**config.mk**
```make
export PLATFORM = sky130hd
export DESIGN_NAME = lvds_tx
export DESIGN_NICKNAME = d
export VERILOG_FILES = /design/src/rtl/lvds_tx.sv
export SDC_FILE = /design/constraint.sdc
export NUM_CORES = 1
export LEC_CHECK = 0
export ABC_AREA = 1
export ABC_CLOCK_PERIOD_IN_PS = 2850
export BUFFER_PORTS_ARGS = -buffer_cell sky130_fd_sc_hd__buf_2
export CAP_MARGIN = 10
export CORE_AREA = 2 2 83 69
export CTS_CLUSTER_SIZE = 40
export DETAILED_ROUTE_END_ITERATION = 12
export DIE_AREA = 0 0 85 71
export GPL_ROUTABILITY_DRIVEN = 0
export GPL_TIMING_DRIVEN = 0
export PLACE_DENSITY = 0.66
export SYNTH_ARGS = -nofsm -noshare
export SYNTH_HDL_FRONTEND = slang
export SYNTH_SLANG_ARGS = --single-unit
```
**constraint.sdc**
```tcl
create_clock -name i_ddr_clk -period 2.85 [get_ports i_ddr_clk]
set_input_delay 0.1425 -clock i_ddr_clk [delete_from_list [all_inputs] [get_ports i_ddr_clk]]
set_output_delay 0.1425 -clock i_ddr_clk [all_outputs]
set_load 0.01 [all_outputs]
```
**src/rtl/lvds_tx.sv**
```systemverilog
// LVDS I/Q transmitter: frames one 14-bit I/Q pair into a 32-bit sync-tagged word
// and shifts it out MSB-first as 16 dibits, with a one-entry buffer for gapless frames.
module lvds_tx #(
  parameter logic [1:0] IDLE_DIBIT = 2'b00
) (
  input  logic        i_ddr_clk,
  input  logic        i_reset,
  input  logic        i_tx_en,
  input  logic [13:0] i_sample_i,
  input  logic [13:0] i_sample_q,
  input  logic        i_valid,
  output logic        o_ready,
  output logic [1:0]  o_ddr_data,
  output logic        o_frame_start,
  output logic        o_busy,
  output logic        o_underrun
);

  typedef enum logic {IDLE, SEND} state_t;

  state_t      state;
  logic [31:0] hold_frame_p0;
  logic        hold_vld_p0;
  logic [29:0] shift_p1;
  logic [3:0]  idx;

  logic accept;
  logic last;
  logic load;

  function automatic logic [31:0] pack_frame(input logic [13:0] si, input logic [13:0] sq);
    return {2'b10, si, 2'b01, sq};
  endfunction

  assign o_ready = !hold_vld_p0 && !i_reset;
  // Reset is handled by the async branch, so the accept term need not see it.
  assign accept  = i_valid && !hold_vld_p0;
  assign last    = (state == SEND) && (idx == 4'd15);
  assign load    = hold_vld_p0 && i_tx_en && ((state == IDLE) || last);

  // Stage p0 -> p1: holding buffer capture and shifter load/advance
  always_ff @(posedge i_ddr_clk) begin
    if (accept) begin
      hold_frame_p0 <= pack_frame(i_sample_i, i_sample_q);
    end
    if (load) begin
      shift_p1 <= hold_frame_p0[29:0];
    end else begin
      shift_p1 <= {shift_p1[27:0], 2'b00};
    end
  end

  // Stage p1 -> output: FSM, dibit register and status flags
  always_ff @(posedge i_ddr_clk or posedge i_reset) begin
    if (i_reset) begin
      state         <= IDLE;
      hold_vld_p0   <= 1'b0;
      idx           <= 4'd0;
      o_ddr_data    <= IDLE_DIBIT;
      o_frame_start <= 1'b0;
      o_busy        <= 1'b0;
      o_underrun    <= 1'b0;
    end else begin
      o_frame_start <= 1'b0;
      o_underrun    <= 1'b0;

      if (accept) begin
        hold_vld_p0 <= 1'b1;
      end else if (load) begin
        hold_vld_p0 <= 1'b0;
      end

      if (load) begin
        o_ddr_data    <= hold_frame_p0[31:30];
        o_frame_start <= 1'b1;
        o_busy        <= 1'b1;
        idx           <= 4'd0;
        state         <= SEND;
      end else begin
        case (state)
          IDLE: begin
            o_ddr_data <= IDLE_DIBIT;
            o_busy     <= 1'b0;
          end
          SEND: begin
            if (idx != 4'd15) begin
              o_ddr_data <= shift_p1[29:28];
              idx        <= idx + 4'd1;
              o_busy     <= 1'b1;
            end else begin
              // Frame done with nothing to send: idle, flag starvation only if enabled.
              o_ddr_data <= IDLE_DIBIT;
              o_busy     <= 1'b0;
              o_underrun <= i_tx_en;
              state      <= IDLE;
            end
          end
          default: begin
            o_ddr_data <= IDLE_DIBIT;
            o_busy     <= 1'b0;
            state      <= IDLE;
          end
        endcase
      end
    end
  end

endmodule

```
; Word-level counts from Yosys, hierarchy flattened
; Index checks and enable logic that the tools add are counted.
[totals]
output_inout_bits = 6
register_bits = 69
in_bits = 32
[classes]
n_eq_ne = 2
muxes = 18
n_addsub = 1
n_bitwise = 1
n_reduce_logical = 12
[ops]
columns = op, count
row1 = 2-to-1 mux 30 bit, 1
row2 = 2-to-1 mux 4 bit, 3
row3 = 2-to-1 mux 1 bit, 10
row4 = nonzero test 2 bit, 3
row5 = logical AND 1 bit, 5
row6 = "adder 4 x 1 -> 4 bit, second input constant", 1
row7 = "== test 4 bit, second input constant", 1
row8 = 2-to-1 mux 2 bit, 2
row9 = "!= test 4 bit, second input constant", 1
row10 = one-hot mux 2 bit (2 select lines), 1
row11 = logical NOT 1 bit, 2
row12 = one-hot mux 1 bit (2 select lines), 1
row13 = AND reduction 2 bit, 1
row14 = logical OR 1 bit, 1
row15 = NOT 1 bit, 1

; Longest topological paths before layout
[depth]
depth_word = 6
mapped_depth = 8

; Worst setup path after synthesis
; No wires, ideal clock.
[synth_path]
kind = flip-flop to flip-flop
startpoint = register hold_vld_p0
endpoint = register hold_frame_p0[0], enable pin
slack_ps = 810
required_time_ps = 2437
stages_incl_launch_ff = 2
setup_ps = 413
arrival_ps = 1626
path_cell_list = dfrtp_1 > nor2_1
[synth_between]
elab_chain_cells = 2
[synth_rtl]
columns = element, line_no
row1 = "start, declared", 23  ; logic hold_vld_p0;
row2 = "start signal, assigned", 57  ; hold_vld_p0 <= 1'b0;
row3 = "start signal, assigned", 68  ; hold_vld_p0 <= 1'b1;
row4 = "start signal, assigned", 70  ; hold_vld_p0 <= 1'b0;
row5 = logical NOT 1 bit, 37  ; assign accept = i_valid && !hold_vld_p0;
row6 = logical AND 1 bit, 37
row7 = named net accept, 27  ; logic accept;
row8 = "end signal, assigned", 44  ; hold_frame_p0 <= pack_frame(i_sample_i, i_sample_q);
row9 = "end, declared", 22  ; logic [31:0] hold_frame_p0;
; The timed path passes the listed nets, and every way through them passes these cells.
; A chain may end at the register's enable or synchronous reset.

; Worst setup path after layout
[layout_path]
startpoint = register idx[0]
endpoint = register shift_p1[14]
[layout_between]
elab_chain_cells = 4
[layout_rtl]
columns = element, line_no
row1 = "start, declared", 25  ; logic [3:0] idx;
row2 = "start signal, assigned", 88  ; idx <= idx + 4'd1;
row3 = == test 4 bit, 38  ; assign last = (state == SEND) && (idx == 4'd15);
row4 = logical AND 1 bit, 38
row5 = logical OR 1 bit, 39  ; assign load = hold_vld_p0 && i_tx_en && ((state == IDLE) || last);
row6 = logical AND 1 bit, 39
row7 = "end signal, assigned", 47  ; shift_p1 <= hold_frame_p0[29:0];
row8 = "end signal, assigned", 49  ; shift_p1 <= {shift_p1[27:0], 2'b00};
row9 = "end, declared", 24  ; logic [29:0] shift_p1;
; Every way passes these cells.

==> flow_summary.ini <==
[timing]
setup_tns_ns = 0
max_freq_ghz = 0.669
hold_violations = 0
grt_setup_unrepaired = no
maxSlewViolCount = 0
finalSetupViolations = 0
fin_crit_sh_pct = 52.5
slew_headroom_pct = 64.7
period_needed_ns = 1.50
tightest_slew_ns = 0.528
finClkSkew_ns = 0.0106
fin_ws_ns = 1.35

[clock_tree]
cts_root_buffer = clkbuf_8
clk_pin_slew_ns = 0.07
clk_latency_ns = 0.35
ctsHtreeMaxLevel = 3
cts_buffers = 9
cts_buffer_depth = 2
cts_tree = yes
cts.sinks = 68

[synth]
synth_nets = 229
synth-seq-area-share_pct = 75.1
ys_seq_elements = 68
syn_area_sq_um = 2250
synth_warnings = 0
yosysUniqueCellTypes = 20
syn_area_per_cell_sq_um = 11.5
netlist_instances = 196

[placement]
dpl.cell_count = 299
postPlaceCellArea_sq_um = 2540
dpl.hpwl_um = 2250
dp_slack_ns = 1.35
port_buffers = 37

[die]
core_area_sq_um = 5260
die_w_um = 85
start_util_pct = 42.9
die_area_sq_um = 6040
die_y_um = 71
ioPinCount = 38
num_rows = 24

[final_layout]
final_cell_count_no_fill = 344
most-common-layout-cells = nand2_1 (86), buf_2 (38), dfxtp_1 (30)
seq_area_sq_um = 1690
multi_input_area_sq_um = 480
design_area_sq_um = 3060
nFillCells = 438
finalCoreUtilization_pct = 58.2
drive_gt1_share_pct = 23.7
syn2layout_area_growth_pct = 35.8
nets = 307
n_antenna_cell = 0
final_common_cell = nand2_1

[global_route]
grt_max_degree = 21
track_usage_pct = 15.0
grt.overflow.total = 0
grt_pass1_wl_um = 6600
grt_pass1_vias = 1494
grt_antenna_before_repair = 0

[detailed_routing]
vias = 1508
ant_nets = 0
wl_per_cell_um = 11.0
routed_wl_um = 3770
firstDrtPassIters = 4
viasPerCell = 4.38
drt_iter0_drc = 37
remaining_drc_errors = 0

[critical_path]
critPathCaptureType = register
cpPeakStageDelay_ns = 0.42
crit_type = register to register
crit_chain = ha_1, nand3_2, nand2_4, inv_2, nor2_4, buf_4, or2_1
required_ns = 3.08
start_kind = register
worst-path-buf-inv = 2
critPathTopFamily = simple AND/OR/NAND/NOR gates
crit_slowest_cell = dfrtp_1
worstPathArrival_ns = 1.73
cp_max_fo = 10

[hold_path]
hold_path_class = input pin to register

[pwr]
peakVddDrop_uv = 481
p_leak_nw = 1.39
p_per_area_nw_per_um2 = 942

[run]
max_cap_viol_count = 0

[run_status]
status = completed
worst paths after layout:
kind	cells past startpoint	end	slack [ns]	startpoint
worst max-delay path	7	shift_p1[14]$_SDFF_PN1_	1.35	idx[0]$_DFFE_PP0P_
worst min-delay path	3	o_underrun$_DFF_PP0_	0.07	i_tx_en
worst min register to register	2	o_ddr_data[0]$_DFF_PP0_	0.41	shift_p1[28]$_DFF_P_
min in group asynchronous	3	o_ddr_data[0]$_DFF_PP0_	0.31	i_reset
max in group asynchronous	3	idx[3]$_DFFE_PP0P_	2.27	i_reset
worst max register to register	7	shift_p1[14]$_SDFF_PN1_	1.35	idx[0]$_DFFE_PP0P_
through the flow:
stage / hold slack (ns) / power [mW]
floorplan: -0.0173 / 1.85
finish: 0.0667 / 2.88
global route: 0.0557 / 3.09
CTS: 0.0589 / 2.91
global placement: 0.138 / 2.00
detailed placement: 0.147 / 2.02
final cells by class:
class	count	area share, %
clock buffer	12	6.50
buffer	6	1.64
clock inverter	4	1.06
tap	65	2.66
timing repair buffer	67	16.0
multi-input combinational	113	15.7
inverter	9	1.10
sequential	68	55.3
flip-flops by register name, summed over array words and instances, names as in the netlist:
name	cells
shift_p1	30
o_ddr_data	2
o_busy	1
o_frame_start	1
idx	4
hold_vld_p0	1
o_underrun	1
hold_frame_p0	28
worst register-to-register path: stages, from the launching register on:
cell,delay [ns]
dfrtp_1,0.42
ha_1,0.25
nand3_2,0.11
nand2_4,0.08
inv_2,0.10
nor2_4,0.04
buf_4,0.17
or2_1,0.21
Yosys cell counts, drive strengths merged:
library cell  instances  area (sq um)
nand2                87           334
dfxtp                30           601
edfxtp               28           841
nor2                 14          60.1
dfrtp                10           250
inv                   9          33.8
buf                   6          50.0
nand3                 5          35.0
a21oi                 2          10.0
ha                    1          12.5
nand4                 1          6.26
o21a                  1          7.51
o22ai                 1          6.26
or2                   1          6.26
power breakdown:
part           switching, mW  internal, mW  total (mW)
sequential             0.115          1.32        1.43
clock                  0.376         0.479       0.855
combinational          0.338         0.260       0.598
total                  0.829          2.05        2.88
per-layer routing:
layer | share of wire [%] | vias up | global-route usage [%]
met1 | 43 | 686 | 17.2
met4 | 0.90 | 0 | 5.29
li1 | - | 779 | -
met5 | 0 | - | 0
met2 | 49 | 38 | 23.9
met3 | 6.8 | 5 | 8.17
cells by family after synthesis:
kind of cell / after synthesis / synth area share (%)
and+or+nand+nor: 108 / 19.6
DFF: 68 / 75.1
buffers and inverters: 15 / 3.72
AOI/OAI and AO/OA: 4 / 1.06
adders and majority gates: 1 / 0.555
what timing repair did:
| action | 4_1_cts | 5_1_grt |
|---|---|---|
| setup buffers | 0 | 0 |
| hold endpoints to repair | 38 | 0 |
| hold buffers | 29 | 0 |
| gates resized for setup | 0 | 0 |
Power figures use the tool's default switching activity.
